--- src/rtl/tmds_pkg.sv ---
// Shared TMDS constants and helpers for the channel encoder and its transition minimiser.
package tmds_pkg;

  localparam int unsigned TmdsDispWidthDefault = 5;

  localparam logic [9:0] TmdsCtrl00 = 10'b1101010100;
  localparam logic [9:0] TmdsCtrl01 = 10'b0010101011;
  localparam logic [9:0] TmdsCtrl10 = 10'b0101010100;
  localparam logic [9:0] TmdsCtrl11 = 10'b1010101011;

  function automatic logic [3:0] popcount8(input logic [7:0] v);
    logic [3:0] n;
    n = '0;
    for (int i = 0; i < 8; i++) begin
      n = n + {3'b000, v[i]};
    end
    return n;
  endfunction

endpackage

--- src/rtl/tmds_transition_minimizer.sv ---
// TMDS stage 1: XOR/XNOR chain that minimises transitions; qm[8] = 1 marks the XOR form.
module tmds_transition_minimizer
  import tmds_pkg::*;
(
  input  logic [7:0] data_i,
  output logic [8:0] qm_o
);

  logic [3:0] n1d;
  logic       use_xnor;

  // Chain built in a function so each bit depends only on a local variable.
  function automatic logic [8:0] minimize(input logic [7:0] d, input logic xnor_sel);
    logic [8:0] q;
    q[0] = d[0];
    for (int i = 1; i < 8; i++) begin
      q[i] = xnor_sel ? ~(q[i-1] ^ d[i]) : (q[i-1] ^ d[i]);
    end
    q[8] = ~xnor_sel;
    return q;
  endfunction

  always_comb begin
    n1d      = popcount8(data_i);
    use_xnor = (n1d > 4'd4) || ((n1d == 4'd4) && !data_i[0]);
    qm_o     = minimize(data_i, use_xnor);
  end

endmodule

--- src/rtl/tmds_channel_encoder.sv ---
// Single-channel TMDS 8b/10b encoder with running DC-disparity tracking.
// Define TMDS_PIPELINE_EN to register qm between the two stages (2-cycle latency).
module tmds_channel_encoder
  import tmds_pkg::*;
#(
  parameter int unsigned DISPARITY_WIDTH = TmdsDispWidthDefault
) (
  input  logic       pixel_clock,
  input  logic       reset,
  input  logic       data_enable,
  input  logic [7:0] data,
  input  logic [1:0] control,
  output logic [9:0] symbol
);

  localparam int unsigned W = DISPARITY_WIDTH;
  localparam logic signed [W-1:0] Zero     = '0;
  localparam logic signed [W-1:0] Two      = W'(2);
  localparam logic signed [W-1:0] Eight    = W'(8);
  localparam logic signed [W-1:0] NegEight = -Eight;

  logic [8:0] qm_s1;

  tmds_transition_minimizer u_minimizer (
    .data_i (data),
    .qm_o   (qm_s1)
  );

  logic [8:0] qm;
  logic       de;
  logic [1:0] ctrl;

`ifdef TMDS_PIPELINE_EN
  logic [8:0] qm_q;
  logic       de_q;
  logic [1:0] ctrl_q;

  // Reset parks the intermediate stage on a control-00 period.
  always_ff @(posedge pixel_clock) begin
    if (reset) begin
      qm_q   <= '0;
      de_q   <= 1'b0;
      ctrl_q <= 2'b00;
    end else begin
      qm_q   <= qm_s1;
      de_q   <= data_enable;
      ctrl_q <= control;
    end
  end

  assign qm   = qm_q;
  assign de   = de_q;
  assign ctrl = ctrl_q;
`else
  assign qm   = qm_s1;
  assign de   = data_enable;
  assign ctrl = control;
`endif

  logic [9:0]          symbol_d, symbol_q;
  logic signed [W-1:0] cnt_d, cnt_q;
  logic [3:0]          n1;
  logic signed [W-1:0] n1_s;
  logic signed [W-1:0] bal;

  always_comb begin
    symbol_d = TmdsCtrl00;
    cnt_d    = Zero;
    n1       = popcount8(qm[7:0]);
    n1_s     = signed'({{(W-4){1'b0}}, n1});
    bal      = (n1_s <<< 1) - Eight;  // n1 - n0
    if (!de) begin
      unique case (ctrl)
        2'b00: symbol_d = TmdsCtrl00;
        2'b01: symbol_d = TmdsCtrl01;
        2'b10: symbol_d = TmdsCtrl10;
        2'b11: symbol_d = TmdsCtrl11;
      endcase
    end else if ((cnt_q == Zero) || (n1 == 4'd4)) begin
      symbol_d = {~qm[8], qm[8], qm[8] ? qm[7:0] : ~qm[7:0]};
      cnt_d    = qm[8] ? (cnt_q + bal) : (cnt_q - bal);
    end else if (((cnt_q > Zero) && (n1 > 4'd4)) || ((cnt_q < Zero) && (n1 < 4'd4))) begin
      symbol_d = {1'b1, qm[8], ~qm[7:0]};
      cnt_d    = qm[8] ? (cnt_q + Two - bal) : (cnt_q - bal);
    end else begin
      symbol_d = {1'b0, qm[8], qm[7:0]};
      cnt_d    = qm[8] ? (cnt_q + bal) : (cnt_q - Two + bal);
    end
  end

  always_ff @(posedge pixel_clock) begin
    if (reset) begin
      symbol_q <= TmdsCtrl00;
      cnt_q    <= Zero;
    end else begin
      symbol_q <= symbol_d;
      cnt_q    <= cnt_d;
    end
  end

  assign symbol = symbol_q;

  // Disparity must stay within -8..+8; anything else is an encoder bug.
  a_cnt_range: assert property (@(posedge pixel_clock) disable iff (reset)
    (cnt_q >= NegEight) && (cnt_q <= Eight));

endmodule
--- config.mk ---
export PLATFORM = sky130hd
export DESIGN_NAME = tmds_channel_encoder
export DESIGN_NICKNAME = d
export VERILOG_FILES = /design/src/rtl/tmds_pkg.sv /design/src/rtl/tmds_transition_minimizer.sv /design/src/rtl/tmds_channel_encoder.sv
export SDC_FILE = /design/constraint.sdc
export NUM_CORES = 1
export LEC_CHECK = 0
export CAP_MARGIN = 40
export CORE_MARGIN = 3
export CORE_UTILIZATION = 39
export CTS_CLUSTER_SIZE = 10
export DETAILED_ROUTE_END_ITERATION = 12
export PLACE_DENSITY = 0.65
export SYNTH_ARGS = -nofsm -noshare
export SYNTH_HDL_FRONTEND = slang
export SYNTH_HIERARCHICAL = 1
export SYNTH_SLANG_ARGS = --single-unit
--- constraint.sdc ---
create_clock -name pixel_clock -period 12.03 [get_ports pixel_clock]
set_input_delay 2.406 -clock pixel_clock [delete_from_list [all_inputs] [get_ports pixel_clock]]
set_output_delay 2.406 -clock pixel_clock [all_outputs]
set_load 0.01 [all_outputs]
After elaboration in Yosys (flattened, before gate mapping) --
Index checks and enable logic that the tools add are counted.
Word-level totals: bits in registers 15, latch bits 0, RAM bits 0, ROM bits 0, bits of input ports 13, word-level logic and storage cells 77, memories kept 0
Operators by class: add/subtract/negate cells 21, multipliers 0, div/mod/pow operators 0, $lt $le $gt $ge 5, equal/unequal tests 5, shift-type cells 0, mux-type cells 17, bitwise gates (word level) 17, reduce and logical (&&, ||, !) cells 10
Operators with widths (count):
- $add A4 B1 Y4 | 10
- $pmux W10 S4 | 1
- $mux W10 | 3
- $mux W5 | 5
- $add A5 B5 Y5 | 2
- $sub A5 B5 Y5 | 2
- $not A1 Y1 | 9
- $eq A4 B3 Y1 const B | 2
- $gt A4 B3 Y1 const B | 2
- $mux W8 | 1
- $not A8 Y8 | 1
- $mux W1 | 7
- $xor A1 B1 Y1 | 7
- $add A5 B3 Y5 const B | 1
- $gt A5 B1 Y1 const B | 1
- $logic_not A5 Y1 | 1
- $lt A5 B1 Y1 const B | 1
- $sub A5 B3 Y5 const B | 1
- $sub A5 B5 Y5 const B | 1
- $add A1 B1 Y2 | 2
- $add A3 B1 Y4 | 1
- $eq A2 B2 Y1 const B | 2
- $lt A4 B3 Y1 const B | 1
- $add A2 B1 Y3 | 1
- other kinds (6) | 10

Logic depth before layout (Yosys ltp) --
depth after elaboration 36, mapped depth 26, depth with buffers taken out 26

Hierarchy --
The synthesis kept the hierarchy.
Modules (own cells, without submodules):
- tmds_channel_encoder | instances 1, cells each 172, area each 1490.2 um^2, sequential area each 280.3 um^2
- tmds_transition_minimizer | instances 1, cells each 33, area each 361.6 um^2, sequential area each 0.0 um^2

Least setup slack after synthesis --
No wires, ideal clock.
path kind input to register, start input port data[0], end register cnt_q[4], data arrival time 9.406 ns, data required time 11.949 ns, setup slack 2.542 ns, cell stages on the path 26, cell sequence inv_1 > fa_1 > fa_1 > fa_1 > inv_1 > ha_1 > fa_1 > or3b_1 > a22oi_4 > xnor2_1 > inv_1 > fa_1 > fa_1 > fa_1 > inv_1 > ha_1 > fa_1 > inv_1 > ha_1 > inv_1 > fa_1 > and3b_1 > o32ai_1 > a21oi_1 > nand3b_1 > a41oi_1
On the way: word-level cells in the longest chain between the ends 35, elaborated cells on any way between the ends 57, those cells by class add/sub (19); order compare (3); eq/ne (2); mux (12); bitwise (14); reduce/logical (7)
RTL lines:
- from (decl) | line tmds_channel_encoder.sv:11 | input logic [7:0] data,
- branches (longest 10 deep; another with $add A4 B1 Y4)
- $mux W1 (*) | line tmds_transition_minimizer.sv:17 | q[i] = xnor_sel ? ~(q[i-1] ^ d[i]) : (q[i-1] ^ d[i]);
- via qm[1] | line tmds_channel_encoder.sv:29 | logic [8:0] qm;
- branches (longest 18 deep; another with $add A3 B1 Y4)
- $add A4 B1 Y4 (*) | line tmds_pkg.sv:15 | n = n + {3'b000, v[i]};
- $sub A5 B5 Y5, or another cell as far along | line tmds_channel_encoder.sv:71 | bal = (n1_s <<< 1) - Eight;
- $add A5 B5 Y5, or another cell as far along | line tmds_channel_encoder.sv:81, tmds_channel_encoder.sv:87
- $mux W5, or another cell as far along | line tmds_channel_encoder.sv:87 | cnt_d = qm[8] ? (cnt_q + bal) : (cnt_q - Two + bal);
- $mux W5 | line tmds_channel_encoder.sv:82 | end else if (((cnt_q > Zero) && (n1 > 4'd4)) || ((cnt_q < Zero) && (n1 < 4'd4))) begin
- $mux W5 (*) | line tmds_channel_encoder.sv:79 | end else if ((cnt_q == Zero) || (n1 == 4'd4)) begin
- to (signal assigned) | line tmds_channel_encoder.sv:94 | cnt_q <= Zero;
- to (signal assigned) | line tmds_channel_encoder.sv:97 | cnt_q <= cnt_d;
- to (decl) | line tmds_channel_encoder.sv:61 | logic signed [W-1:0] cnt_d, cnt_q;
Mark *: on every way through the listed nets, which the timed path passes. A chain may end at the register's enable or synchronous reset.

Worst setup path after layout --
Ends and elaborated chain as after synthesis.

==> run metrics <==
fin. max-slew vios 0; Worst EP required 12.20 ns; core box area 4474 µm²; FFs w/ async S/R, synth 0; drt first pass iters 6; # diodes 0; post-route ant nets 0; post_cts resized 0; Nets 277; highest net fanout along the worst path 18; buffer count from post-CTS setup fixing 0; measured slew at the worst slew-check pin 0.5924 ns; biggest area consumer among synthesized cells ha_1; H-tree Lvls 1; area grow syn2layout 16.22%; slowest stage cell, crit path fa_1; r2r startpoint cnt_q[2]; R2R cell count 8; hold buffer count at cts 0; WP buf/inv 7; Hold Path Stages 2; post-synthesis cell type count 46; RR Endpoint cnt_q[4]; Post-Place Cells 273; share of layout cells above drive strength 1 0.03556; beginning of the worst hold path cnt_q[4]; ys flop type dfxtp_1; Hold EP cnt_q[4]; Routed Wire Length 3489 µm; Longest Clk Path Bufs 2; clock latency on the worst-skew pair 0.25 ns; post-DR vias/cell 5.047; Mapped Area 1852 µm²; CP most frequent cell fa_1; startpoint types primary input; leading cell types by count after synthesis inv_1, ha_1, xnor2_1; synthesis-stage register bit count 14; Overflow after GRT 0; status complete, no violations; Die H 74.91 µm; max-cap check violation count 0; vias in the first global route 1404; First DRT Iteration DRCs 93; Avg WL per Cell 12.60 µm; vias post-DR 1398; RSZ-0062 raised after global routing false; Setup TNS 0 ns; Max-slew headroom 0.6009; Die Wd 74.91 µm; IO buf count 22; final hold vios 0; EDFF count, synth 0; Synth top area share 0.1689; Syn Area/Cell 9.033 µm²; CP arrival 10.59 ns; first-pass GRT wire length 6403 µm; antenna violations before repair 0; fin cells 277; Tot GR Track Use 0.1454; min Tclk post-route 10.42 ns; Hold Crit Class flop to flop; Largest delay share family, worst path adder cells; crit path kind primary input to flop; post-synthesis sequential area ratio 0.1514; DP HPWL 2891 µm; Core Util, Final 0.4810; TritonCTS Buffers 3; CTS tree yes; Final setup viols 0; Die Area 5611 µm²; syn nets 256; Synth area leaders ha_1, dfxtp_1, fa_1; pin count of the biggest net entering global routing 19; Mapped Cells 205; Worst Setup SP data[0]; row count 24; DRC viols 0; CP peak stage delay 0.63 ns; RePlAce Congestion 0.8784; Clock Skew 0.005363 ns; Worst setup EP type flop; yosys warns 6; Peak Freq 95.99 MHz; Layout fillers 427; Clock transition at path regs 0.06 ns; clk sinks 14; Initial Util 0.4139; most common cell in the netlist inv_1; I/O Pins 23; Tcrit/Tclk final 0.8660; CTS Root Cell clkbuf_8; Worst R2R Setup Slack 9.64 ns
==> layout by cell type (no fill, tap or decap), drive strengths merged, types with 2 or more instances in the layout <==
master / count
inv: 40
ha: 25
clkdlybuf4s50: 22
xnor2: 16
dfxtp: 14
fa: 13
o21ai: 12
nand2: 7
xor2: 6
nor3: 5
nor2: 5
a21oi: 5
a21o: 4
nand3: 4
clkbuf: 4
and3: 3
nor2b: 3
xnor3: 3
or3b: 2
or3: 2
nor4: 2
a31oi: 2
mux2i: 2
nor3b: 2
o32ai: 2
and3b: 2
nand3b: 2
==> registers in the layout, indices dropped and copies added (netlist names) <==
register / count
cnt_q: 4
symbol: 10
==> layer usage <==
metal  track usage  part of all wire
met1        0.2158              0.51
met2        0.2292              0.45
met3      0.009346             0.030
met4       0.03755             0.012
met5             0                 0
==> logic make-up after synthesis <==
logic type | synth area share
buf+inv | 0.1027
mux | 0.01689
flops | 0.1514
xor+xnor | 0.1540
compound gates | 0.1378
simple gates | 0.1277
fa+ha+maj | 0.3095
==> through the flow <==
stage	hold slack (ns)	worst slack [ns]	area [µm²]
3_3_place_gp	0.6632	1.425	2097
5_1_grt	0.7235	1.149	2152
6_report	0.6927	1.613	2152
2_1_floorplan	0.6388	2.542	1852
3_5_place_dp	0.6730	1.358	2097
4_1_cts	0.6831	1.581	2152
==> worst reg2reg max path, cell delays in order (launching register included) <==
cell and delay [ns]:
dfxtp_1 0.51, ha_1 0.25, inv_1 0.06, fa_1 0.49
and3b_1 0.20, o32ai_1 0.33, a21oi_1 0.11, nand3b_1 0.16
a41oi_1 0.19
==> worst max-delay path by stage <==
stage          depth (start not counted)  slack (ns)   endpoint
5_1_grt                               27        1.15   cnt_q[4]
2_1_floorplan                         26        2.54   cnt_q[4]
6_report                              27        1.61   cnt_q[4]
3_5_place_dp                          27        1.36   cnt_q[4]
3_3_place_gp                          25        1.43  symbol[4]
4_1_cts                               27        1.58   cnt_q[4]
==> final cells by class <==
type / count / area, µm² / share of cell area
clock buffers: 4 / 55.05 / 0.02558
inverters: 40 / 150.1 / 0.06977
multi-input cells: 145 / 1381 / 0.6419
flip-flops and latches: 14 / 280.3 / 0.1302
well taps: 52 / 65.06 / 0.03023
repair buffers: 22 / 220.2 / 0.1023
Power is not shown: default switching activity piles up to over one toggle a cycle in this logic, so the estimate is an artifact.
